`src/rtl/memory_pkg.sv`:
```
// Shared types and constants for the core-memory access sequencer.
package memory_pkg;

    typedef enum logic [2:0] {
        S_IDLE,
        S_ADDR,
        S_READ,
        S_STORE,
        S_DONE
    } state_e;

    localparam int T_RD_DEF = 4;
    localparam int T_WR_DEF = 4;

    localparam int FIELD_W = 3;
    localparam int X_LSB   = 0;
    localparam int Y_LSB   = 3;
    localparam int X0_LSB  = 6;
    localparam int Y0_LSB  = 9;

endpackage

```
`src/rtl/memory_sequencer_onehot_n_dec.sv`:
```
// 3-to-8 active-low one-hot decoder with enable; all outputs high when disabled.
module onehot_n_dec (
    input  logic [2:0] in_i,
    input  logic       en_i,
    output logic [7:0] sel_vn_o
);

    always_comb begin
        sel_vn_o = 8'hFF;
        if (en_i) begin
            sel_vn_o[in_i] = 1'b0;
        end
    end

endmodule

```
`src/rtl/memory_sequencer.sv`:
```
// Core-memory access sequencer: address, read, store/restore, done phases.
// MEMORY_SEQUENCER_PARITY_EN enables odd-parity checking of the read syllable.
module memory_sequencer
    import memory_pkg::*;
#(
    parameter int T_RD = T_RD_DEF,
    parameter int T_WR = T_WR_DEF
) (
    input  logic        clk,
    input  logic        rst_n,
    input  logic        req,
    input  logic        wr,
    input  logic [11:0] addr,
    input  logic        syl,
    input  logic [13:0] sa,
    output logic [7:0]  ax_vn,
    output logic [7:0]  ay_vn,
    output logic [7:0]  ax0_vn,
    output logic [7:0]  ay0_vn,
    output logic        rdmv,
    output logic        rdmvn,
    output logic        syncv,
    output logic        syl0vn,
    output logic        syl1vn,
    output logic        inhbsv,
    output logic        busy,
    output logic [13:0] rd_data,
    output logic        par_err,
    output logic        done
);

    localparam logic [3:0] RD_INIT = 4'(T_RD - 1);
    localparam logic [3:0] WR_INIT = 4'(T_WR - 1);

    state_e      state_q, state_d;
    logic [3:0]  cnt_q, cnt_d;
    logic [11:0] addr_q, addr_d;
    logic        syl_q, syl_d;
    logic        wr_q, wr_d;
    logic [13:0] rd_data_q, rd_data_d;
    logic        rd_load;
    logic        sel_en;

    always_ff @(posedge clk) begin
        if (!rst_n) begin
            state_q   <= S_IDLE;
            cnt_q     <= 4'd0;
            addr_q    <= 12'd0;
            syl_q     <= 1'b0;
            wr_q      <= 1'b0;
            rd_data_q <= 14'd0;
        end else begin
            state_q   <= state_d;
            cnt_q     <= cnt_d;
            addr_q    <= addr_d;
            syl_q     <= syl_d;
            wr_q      <= wr_d;
            rd_data_q <= rd_data_d;
        end
    end

    always_comb begin
        state_d   = state_q;
        cnt_d     = cnt_q;
        addr_d    = addr_q;
        syl_d     = syl_q;
        wr_d      = wr_q;
        rd_load   = 1'b0;
        unique case (state_q)
            S_IDLE: begin
                if (req) begin
                    state_d = S_ADDR;
                    addr_d  = addr;
                    syl_d   = syl;
                    wr_d    = wr;
                end
            end
            S_ADDR: begin
                state_d = S_READ;
                cnt_d   = RD_INIT;
            end
            S_READ: begin
                if (cnt_q == 4'd0) begin
                    state_d = S_STORE;
                    cnt_d   = WR_INIT;
                    rd_load = !wr_q;
                end else begin
                    cnt_d = cnt_q - 4'd1;
                end
            end
            S_STORE: begin
                if (cnt_q == 4'd0) begin
                    state_d = S_DONE;
                end else begin
                    cnt_d = cnt_q - 4'd1;
                end
            end
            S_DONE: state_d = S_IDLE;
            default: state_d = S_IDLE;
        endcase
        rd_data_d = rd_load ? sa : rd_data_q;
    end

`ifdef MEMORY_SEQUENCER_PARITY_EN
    logic par_q;

    // Odd parity is good; an even count of ones flags an error.
    always_ff @(posedge clk) begin
        if (!rst_n) begin
            par_q <= 1'b0;
        end else if (rd_load) begin
            par_q <= ~(^sa);
        end
    end

    assign par_err = par_q;
`else
    assign par_err = 1'b0;
`endif

    assign sel_en  = (state_q == S_ADDR) || (state_q == S_READ)
                  || (state_q == S_STORE);
    assign busy    = (state_q != S_IDLE);
    assign rdmv    = (state_q == S_READ);
    assign rdmvn   = ~rdmv;
    assign syncv   = ((state_q == S_READ) && (cnt_q == RD_INIT))
                  || ((state_q == S_STORE) && (cnt_q == WR_INIT));
    assign inhbsv  = (state_q == S_STORE) && wr_q;
    assign done    = (state_q == S_DONE);
    assign syl0vn  = busy ? syl_q : 1'b1;
    assign syl1vn  = busy ? ~syl_q : 1'b1;
    assign rd_data = rd_data_q;

    onehot_n_dec u_dec_x (
        .in_i     (addr_q[X_LSB +: FIELD_W]),
        .en_i     (sel_en),
        .sel_vn_o (ax_vn)
    );

    onehot_n_dec u_dec_y (
        .in_i     (addr_q[Y_LSB +: FIELD_W]),
        .en_i     (sel_en),
        .sel_vn_o (ay_vn)
    );

    onehot_n_dec u_dec_x0 (
        .in_i     (addr_q[X0_LSB +: FIELD_W]),
        .en_i     (sel_en),
        .sel_vn_o (ax0_vn)
    );

    onehot_n_dec u_dec_y0 (
        .in_i     (addr_q[Y0_LSB +: FIELD_W]),
        .en_i     (sel_en),
        .sel_vn_o (ay0_vn)
    );

endmodule

```
`config.mk`:
```
export PLATFORM = sky130hd
export DESIGN_NAME = memory_sequencer
export DESIGN_NICKNAME = d
export VERILOG_FILES = /design/src/rtl/memory_pkg.sv /design/src/rtl/memory_sequencer_onehot_n_dec.sv /design/src/rtl/memory_sequencer.sv
export SDC_FILE = /design/constraint.sdc
export NUM_CORES = 1
export LEC_CHECK = 0
export BUFFER_PORTS_ARGS = -buffer_cell sky130_fd_sc_hd__buf_4
export CORE_UTILIZATION = 30
export DETAILED_ROUTE_END_ITERATION = 10
export HOLD_SLACK_MARGIN = 0.03
export SLEW_MARGIN = 20
export SYNTH_ARGS = -nofsm -noshare
export SYNTH_HDL_FRONTEND = slang
export SYNTH_SLANG_ARGS = --single-unit
export TNS_END_PERCENT = 100
```
`constraint.sdc`:
```
create_clock -name clk -period 3.1 [get_ports clk]
set_clock_uncertainty 0.05 [all_clocks]
set_input_delay 0 -clock clk [delete_from_list [all_inputs] [get_ports clk]]
set_output_delay 0 -clock clk [all_outputs]
set_load 0.1 [all_outputs]
```
Yosys cells after proc, flatten, opt, wreduce, memory -nomap -nowiden
Cells that the tools add are included.
{"block": "op_classes", "div_mod_pow": 0, "reduce_logical": 18, "addsub": 1, "mux": 23, "magnitude_cmp": 8, "bitwise": 6, "n_eq_ne": 9, "shift": 0, "n_mul": 0}
{"operator": "$mux 8", "count": 4}
{"operator": "$not 8->8", "count": 4}
{"operator": "$lt 3x4->1 const B", "count": 4}
{"operator": "$demux 1 s3", "count": 4}
{"operator": "$ge 3x1->1 const B", "count": 4}
{"operator": "$pmux 3 s4", "count": 1}
{"operator": "$pmux 4 s3", "count": 1}
{"operator": "$mux 3", "count": 3}
{"operator": "$mux 1", "count": 8}
{"operator": "$mux 4", "count": 2}
{"operator": "$logic_and 1x1->1", "count": 7}
{"operator": "$eq 3x2->1 const B", "count": 2}
{"operator": "$ne 2x2->1 const B", "count": 3}
{"operator": "$reduce_bool 3->1", "count": 2}
{"operator": "$eq 4x2->1 const B", "count": 1}
{"operator": "$logic_not 4->1", "count": 1}
{"operator": "$reduce_and 2->1", "count": 2}
{"operator": "$sub 4x1->4 const B", "count": 1}
{"operator": "$eq 3x1->1 const B", "count": 1}
{"operator": "$eq 3x3->1 const B", "count": 1}
{"operator": "$logic_not 3->1", "count": 1}
{"operator": "$logic_or 1x1->1", "count": 3}
{"operator": "$reduce_and 3->1", "count": 1}
{"operator": "$ne 2x1->1 const B", "count": 1}
{"operator": "2 further kinds", "count": 3}
{"block": "totals", "out_inout_bits": 55, "ramBits": 0, "reg_bits": 35, "input_bits": 31, "mem_bits_ro": 0, "latch_bits": 0, "memories": 0}

Depth between registers and ports, before layout
Gate-level depths: netlist of run 1.
{"block": "depth", "ltp_word": 6, "mapped_depth": 6, "depth_no_buf": 5}

Cells and area by module
From an unflattened synthesis of run 1, not the netlist that was laid out.
{"block": "unflattened", "cells_unflattened": 211, "hier_area_um2": 1814.2}
{"mod": "memory_sequencer", "area_each_um2": 1508.9, "instances": 1, "cells_per_inst": 179, "seq_area_each_um2": 700.7}
{"mod": "onehot_n_dec", "area_each_um2": 76.3, "instances": 4, "cells_per_inst": 8, "seq_area_each_um2": 0.0}

Worst setup path after synthesis of run 1
Ideal clock, no wire load.
{"block": "synth_timing", "path_kind": "register to output", "startpoint": "reg state_q[1]", "endpoint": "out syncv", "n_path_buf": 1, "arrival_ns": 2.891, "stages_incl_launch_ff": 5, "slack_ns": 0.159, "cell_sequence": "dfxtp_1 > buf_2 > nor2b_1 > nand2_1 > nor3_1"}
{"block": "synth_via", "elab_chain_cells": 3}
{"item": "from (decl)", "line": "memory_sequencer.sv:35", "text": "state_e state_q, state_d;"}
{"item": "from (signal assigned)", "line": "memory_sequencer.sv:53", "text": "state_q <= state_d;"}
{"item": "$eq 3x2->1, on equally long branches", "line": "memory_sequencer.sv:126, memory_sequencer.sv:127"}
{"item": "$logic_and 1x1->1, on equally long branches", "line": "memory_sequencer.sv:126, memory_sequencer.sv:127"}
{"item": "$logic_or 1x1->1 (*)", "line": "memory_sequencer.sv:127", "text": "|| ((state_q == S_STORE) && (cnt_q == WR_INIT));"}
{"item": "to (decl)", "line": "memory_sequencer.sv:22", "text": "output logic syncv,"}
Every way passes the cells marked *; elsewhere a longest branch is shown, timed or not.

Final worst setup path of run 1
{"block": "layout_timing", "startpoint": "reg state_q[0]", "endpoint": "out ay_vn[6]"}
{"block": "layout_via", "elab_chain_cells": 4}
{"item": "$eq 3x1->1 / $eq 3x2->1 (equally long branches)", "line": "memory_sequencer.sv:121", "text": "assign sel_en = (state_q == S_ADDR) || (state_q == S_READ)"}
{"item": "$logic_or 1x1->1", "line": "memory_sequencer.sv:121"}
{"item": "$logic_or 1x1->1 (*)", "line": "memory_sequencer.sv:122", "text": "|| (state_q == S_STORE);"}
{"item": "$mux 8 (*)", "line": "memory_sequencer_onehot_n_dec.sv:10", "text": "if (en_i) begin"}
{"item": "to (decl)", "line": "memory_sequencer.sv:17", "text": "output logic [7:0] ay_vn,"}
Marks and branches as above.

==> results of run 1 <==
## final cells by class
class                           count  area (sq um)
Clock buffer                        5          68.8
Clock inverter                      3          67.6
Fill cell                         545          2690
Inverter                            5          18.8
Multi-Input combinational cell    173           962
Sequential cell                    35           701
Tap cell                           72          90.1
Timing Repair Buffer              116           943
## cell families (layout without fill, tap and decap cells)
family	after synthesis	in the layout
xor gates and xnor gates	1	1
buffers and inverters	18	129
and+or+nand+nor	127	127
DFF	35	35
adders and majority gates	3	3
other	1	1
muxes	14	14
AOI/OAI and AO/OA	27	27
## registers in the layout, indices dropped and copies added (netlist names)
register / flops
rd_data: 14
addr_q: 12
cnt_q: 4
wr_q: 1
syl_q: 1
state_q: 3
## placed cells by master, fill, tap and decap left out, drive strengths merged, types with 2 or more instances in the layout
master       synthesis  routed
a21oi               15      15
a31oi                5       5
buf                  4      87
bufinv               0       2
clkbuf               9       5
dfxtp               35      35
dlygate4sd3          0      29
ha                   3       3
inv                  5       5
mux2i               14      14
nand2               72      72
nand2b               3       3
nand3               17      17
nand4                4       4
nor2                10      10
nor2b                9       9
nor4                 2       2
o21a                 2       2
or3                  2       2
## worst max-delay path, cell delays in order (launching register included)
cell and delay, ns:
dfxtp_1 0.42, o21bai_1 0.50, nor2_1 0.18, nand3_1 0.13, buf_4 0.29
## per-layer routing
| layer | vias up | global-route usage (%) | routed length, microns |
|---|---|---|---|
| li1 | 981 | - | - |
| met1 | 865 | 18.1 | 2100 |
| met2 | 67 | 29.7 | 2370 |
| met3 | 7 | 4.65 | 296 |
| met4 | 0 | 5.93 | 77 |
| met5 | - | 0 | 0 |
## power groups by stage
stage | clock [mW] | combinational (mW) | sequential [mW]
final | 0.496 | 0.468 | 0.508
after global routing | 0.525 | 0.497 | 0.514
after CTS | 0.505 | 0.468 | 0.508
after detailed placement | 0 | 0.439 | 0.518
after global placement | 0 | 0.435 | 0.518
after floorplan | 0 | 0.302 | 0.548
## path summary, 6_finish.rpt
| kind | from | endpoint | slack, ns | cells past startpoint |
|---|---|---|---|---|
| max reg2reg | cnt_q[0] | rd_data[3] | 1.28 | 6 |
| max | state_q[0] | ay_vn[6] | 1.24 | 4 |
| min reg2reg | rd_data[7] | rd_data[7] | 0.41 | 2 |
| min | rst_n | state_q[1] | 0.05 | 2 |
## through the flow
stage	utilization [%]	total power, mW	worst slack [ns]	instances
2_1_floorplan	-	0.851	0.159	226
3_3_place_gp	43.8	0.953	1.36	372
3_5_place_dp	43.8	0.957	1.29	372
4_1_cts	51.5	1.48	1.20	409
5_1_grt	51.5	1.54	1.06	409
6_report	51.5	1.47	1.24	409
## repair_timing
item	4_1_cts	5_1_grt
hold buffers	29	0
endpoints found under the hold margin	29	0
resized for setup	0	0
==> summary.txt, run 1 <==
Run status
  – Status: complete, no violations

STA
  – Hold WS: 0.0477 ns
  – Worst-margin pin slew: 0.617 ns
  – Setup violations, final: 0
  – Fin crit period: approximately 1.9 ns
  – Final period util: 60.0%
  – RSZ-0062 raised after global routing: false
  – Setup_tns: 0 ns
  – Max-slew violation count: 0
  – Final hold vios: 0
  – Relative slew slack: 58.8%
  – Fmax: 0.537 GHz

Clock network
  – Total CTS buffers: 5
  – H-tree level count: 2
  – CTS tree: yes
  – Clk_lat worst skew: 0.29 ns
  – Post-CTS setup buffers: 0
  – Clock tree buffer depth: 2
  – Clock root buffer: clkbuf_8
  – Clock sinks: 35
  – Clock transition at path regs: 0.07 ns

Global routing
  – Vias in the first global route: around 1900
  – First-pass GRT wire length: 8040 microns
  – Largest net degree at the start of global routing: 31
  – Total gr overflow: 0
  – Initial antenna violation count: 0
  – Overall routing resource usage: between 10% and 20%

Cells and area
  – Layout net count: 370
  – # diodes: 0
  – Layout cells sized above 1: 29.4%
  – Final non-filler cell area: 0.00285 sq mm
  – Area growth, synth to finish: 63.5%

Logic synthesis
  – Ranking of synthesized cells by area: dfxtp_1 40%, nand2_1 15%, mux2i_1 8.0%
  – Post-synth net total: between 200 and 300
  – Top cell type's share of synthesized area: approximately 40%
  – Post-Syn Instances: 226
  – Area leader, netlist: dfxtp_1
  – Post-synthesis adder-cell area fraction: approximately 2.2%
  – Main flop type after synthesis: dfxtp_1
  – Seq/Total Area, Yosys: 40.2%
  – Synth cell types: 35
  – FFs w/ async S/R, synth: 0%
  – Most common cell in the synthesized netlist: nand2_1
  – Post-Synth XOR/XNOR Area: 0.502%
  – Mux cell area share after synthesis: about 8.0%
  – Synth Area in Simple Gates: 34.8%
  – Post-synth EDFFs: 0
  – YS warnings: 0
  – Mapped Area: approximately 0.0017 sq mm
  – Synth cell count leaders: 72 x nand2_1, 35 x dfxtp_1, 17 x nand3_1, 15 x a21oi_1, 14 x mux2i_1
  – Synth Area in Compound Gates: 9.47%
  – Largest family of logic cells by synthesized area: simple AND/OR/NAND/NOR gates
  – Post-Syn Area per Cell: 7.72 sq um
  – Register bit count reported by yosys: 35

Die
  – Die Span X: 78.3 microns
  – Die ar.: 0.00612 sq mm
  – # rows: 27
  – Core Footprint: 0.00554 sq mm
  – Die Y: between 70 and 80 microns
  – I/O pin count: 86
  – Initial Utilization: 31.5%

Detailed routing
  – DRT iter0 DRCs: 49
  – WL final: 4850 microns
  – Post-detailed-route count of antenna-violating nets: 0
  – # DRC: 0
  – Vias: 1920
  – DRT Pass-1 Iters: 4
  – WL/cell: 11.9 microns
  – Via/cell ratio: 4.69

Setup path
  – Crit. End Element: primary output
  – Required @ worst endpoint: 3.05 ns
  – Data arrival, critical path: 1.81 ns
  – CP max FO: 10
  – CP Launch Type: flop
  – Critical path type: flop to primary output

Placement
  – Placed Area: roughly 0.0024 sq mm
  – GPL Wtd Cong: ~0.77
  – I/O Buffers: 84
  – Final HPWL DP: 3290 microns

Power and ir drop
  – Switch share: 36.2%
  – Comb pwr share: 31.8%
  – Clock share of power: between 30% and 40%
  – Net Switching: 0.533 mW
  – Leakage: about 1.2 nW
  – Int Power: 0.938 mW
  – PD cells: 516 mW/mm^2
  – Peak supply drop: 0.365 mV
  – Sequential fraction of design power: 34.5%

Worst hold path
  – Min-Delay Path Class: input pin to flop

Run
  – Max-cap check violation count: 0
Power figures use the tool's default switching activity.
==> run 2: changes to the inputs <==
clock period = 1.5 ns   (was 3.1 ns; I/O delays follow)
==> run 2 against run 1 <==
The flow now finishes with violations (setup timing). Register-to-register slack got worse by 1.4 ns. Sequential share of layout area fell by 6.6 points. Global-route usage increased by 3.3 points. Via count grew 10%. First-iteration DRC count increased by 82%. Power up 120%. Clock power is 33% higher. Cell area up 39%. Final cell count grew 9.3%. Routed wire length rose by 28%. Clock-buffer cell count unchanged. Largest power group is now combinational logic.
==> summary.txt, run 2 (synthesized netlist as in run 1, its figures left out) <==
Die
  – Die ar.: between 0.006 and 0.007 sq mm
  – # rows: 27
  – Initial Utilization: 31.5%
  – I/O pin count: 86
  – Core Footprint: 0.00554 sq mm
  – Die Y: 78.3 microns
  – Die Span X: around 78 microns

Setup path
  – Critical path type: flop to flop
  – CP Launch Type: flop
  – Crit. End Element: flop
  – Required @ worst endpoint: 1.67 ns
  – Data arrival, critical path: 1.78 ns
  – CP max FO: 14
  – Cells on worst reg2reg path: 6
  – R2R Setup Slk: -0.11 ns

Clock network
  – Total CTS buffers: 5
  – H-tree level count: 2
  – Clock sinks: 35
  – Clock tree buffer depth: 2
  – Clock root buffer: clkbuf_8
  – CTS tree: yes
  – Clk_lat worst skew: 0.29 ns
  – Clock transition at path regs: 0.08 ns

STA
  – Setup_tns: -1.87 ns
  – Relative slew slack: 66.5%
  – Setup violations, final: 28
  – Final WS setup: -0.115 ns
  – Max-slew violation count: 0
  – Hold WS: roughly 0.15 ns
  – Fin crit period: about 1.6 ns
  – Final hold vios: 0
  – RSZ-0062 raised after global routing: true
  – Fmax: 0.619 GHz
  – Worst-margin pin slew: ~0.50 ns
  – Final period util: 108%

Power and ir drop
  – Peak supply drop: 0.583 mV
  – PD cells: 806 mW/mm^2
  – Switch share: 40.5%
  – Comb pwr share: 46.4%
  – Clock share of power: 20.7%
  – Net Switching: 1.30 mW
  – Total power: 3.20 mW
  – Sequential fraction of design power: approximately 33%
  – Int Power: around 1.9 mW
  – Leakage: roughly 1.6 nW

Placement
  – Placed Instances: 399
  – GPL Wtd Cong: 0.820
  – Final HPWL DP: 3770 microns
  – I/O Buffers: 84
  – Placed Area: slightly below 0.003 sq mm

Detailed routing
  – DRT iter0 DRCs: 89
  – Vias: 2118
  – WL/cell: 13.9 microns
  – Via/cell ratio: 4.74
  – WL final: roughly 6200 microns
  – # DRC: 0
  – Post-detailed-route count of antenna-violating nets: 0
  – DRT Pass-1 Iters: 4

Global routing
  – Total gr overflow: 0
  – First-pass GRT wire length: about 9600 microns
  – Vias in the first global route: 2030
  – Overall routing resource usage: 19.7%
  – Initial antenna violation count: 0
  – Largest net degree at the start of global routing: 30

Cells and area
  – # diodes: 0
  – Most common cell after layout, fill and taps aside: buf_4
  – Area growth, synth to finish: 128%
  – Max FFs per register: 14
  – Filler cells: 390
  – Layout net count: ~400
  – Final non-filler cell area: 0.00397 sq mm
  – Commonest non-fill, non-tap cells in the layout: 72 x buf_4, 50 x nand2_1, 30 x dfxtp_1, 30 x buf_12, 29 x dlygate4sd3_1
  – Post-route insts no fill: 447
  – Layout cells sized above 1: 54.4%

Worst hold path
  – Worst hold path stage count: 3
  – Min-Delay Path Class: input pin to flop

Run
  – Max-cap check violation count: 0

Run status
  – Status: finished, violations left
  – Violated checks: setup timing
==> run 2: worst paths after layout <==
check,startpoint,to
hold / removal,rst_n,state_q[1]
setup / recovery,cnt_q[0],rd_data[9]
hold reg to reg,rd_data[7],rd_data[7]
setup reg to reg,cnt_q[0],rd_data[9]
==> run 2: per-layer routing <==
| metal | vias to the layer above | wire (microns) | track usage [%] |
|---|---|---|---|
| li1 | 1061 | - | - |
| met1 | 964 | 2600 | 24.2 |
| met2 | 83 | 3120 | 33.5 |
| met3 | 10 | 421 | 5.81 |
| met4 | 0 | 85 | 5.00 |
| met5 | - | 0 | 0 |
==> run 2: layout make-up <==
class	count	area [sq um]	share of cell area, %
clock buffers	5	68.8	1.73
multi-input cells	173	1360	34.2
flip-flops and latches	35	714	18.0
inverters	5	22.5	0.567
clock inverters	3	15.0	0.378
repair buffers	154	1700	42.8
well taps	72	90.1	2.27
==> run 2: metrics by stage <==
step / util, % / worst slack, ns
6_report: 71.7 / -0.115
5_1_grt: 71.7 / -0.193
4_1_cts: 66.4 / -0.138
3_5_place_dp: 52.3 / -0.123
3_3_place_gp: 52.3 / -0.0788
2_1_floorplan: - / -0.237
==> run 2: timing repair <==
action	4_1_cts	5_1_grt
setup endpoints to repair	55	70
setup buffers	5	8
pin swaps	11	5
cloned	1	0
resized for setup	85	59
endpoints found under the hold margin	30	0
hold buffers	29	0
==> run 2: power groups by stage <==
stage | Sequential (mW) | Combinational (mW) | Clock, mW
finish | 1.05 | 1.49 | 0.662
global placement | 1.06 | 1.15 | 0
detailed placement | 1.06 | 1.15 | 0
global route | 1.06 | 1.56 | 0.736
CTS | 1.04 | 1.32 | 0.681
floorplan | 1.15 | 0.734 | 0
==> run 2: worst max-delay path, stage by stage, from the launching register on <==
cell	delay, ns
dfxtp_2	0.32
inv_2	0.08
ha_4	0.13
or3b_4	0.39
nor4_4	0.19
buf_12	0.20
mux2i_1	0.19
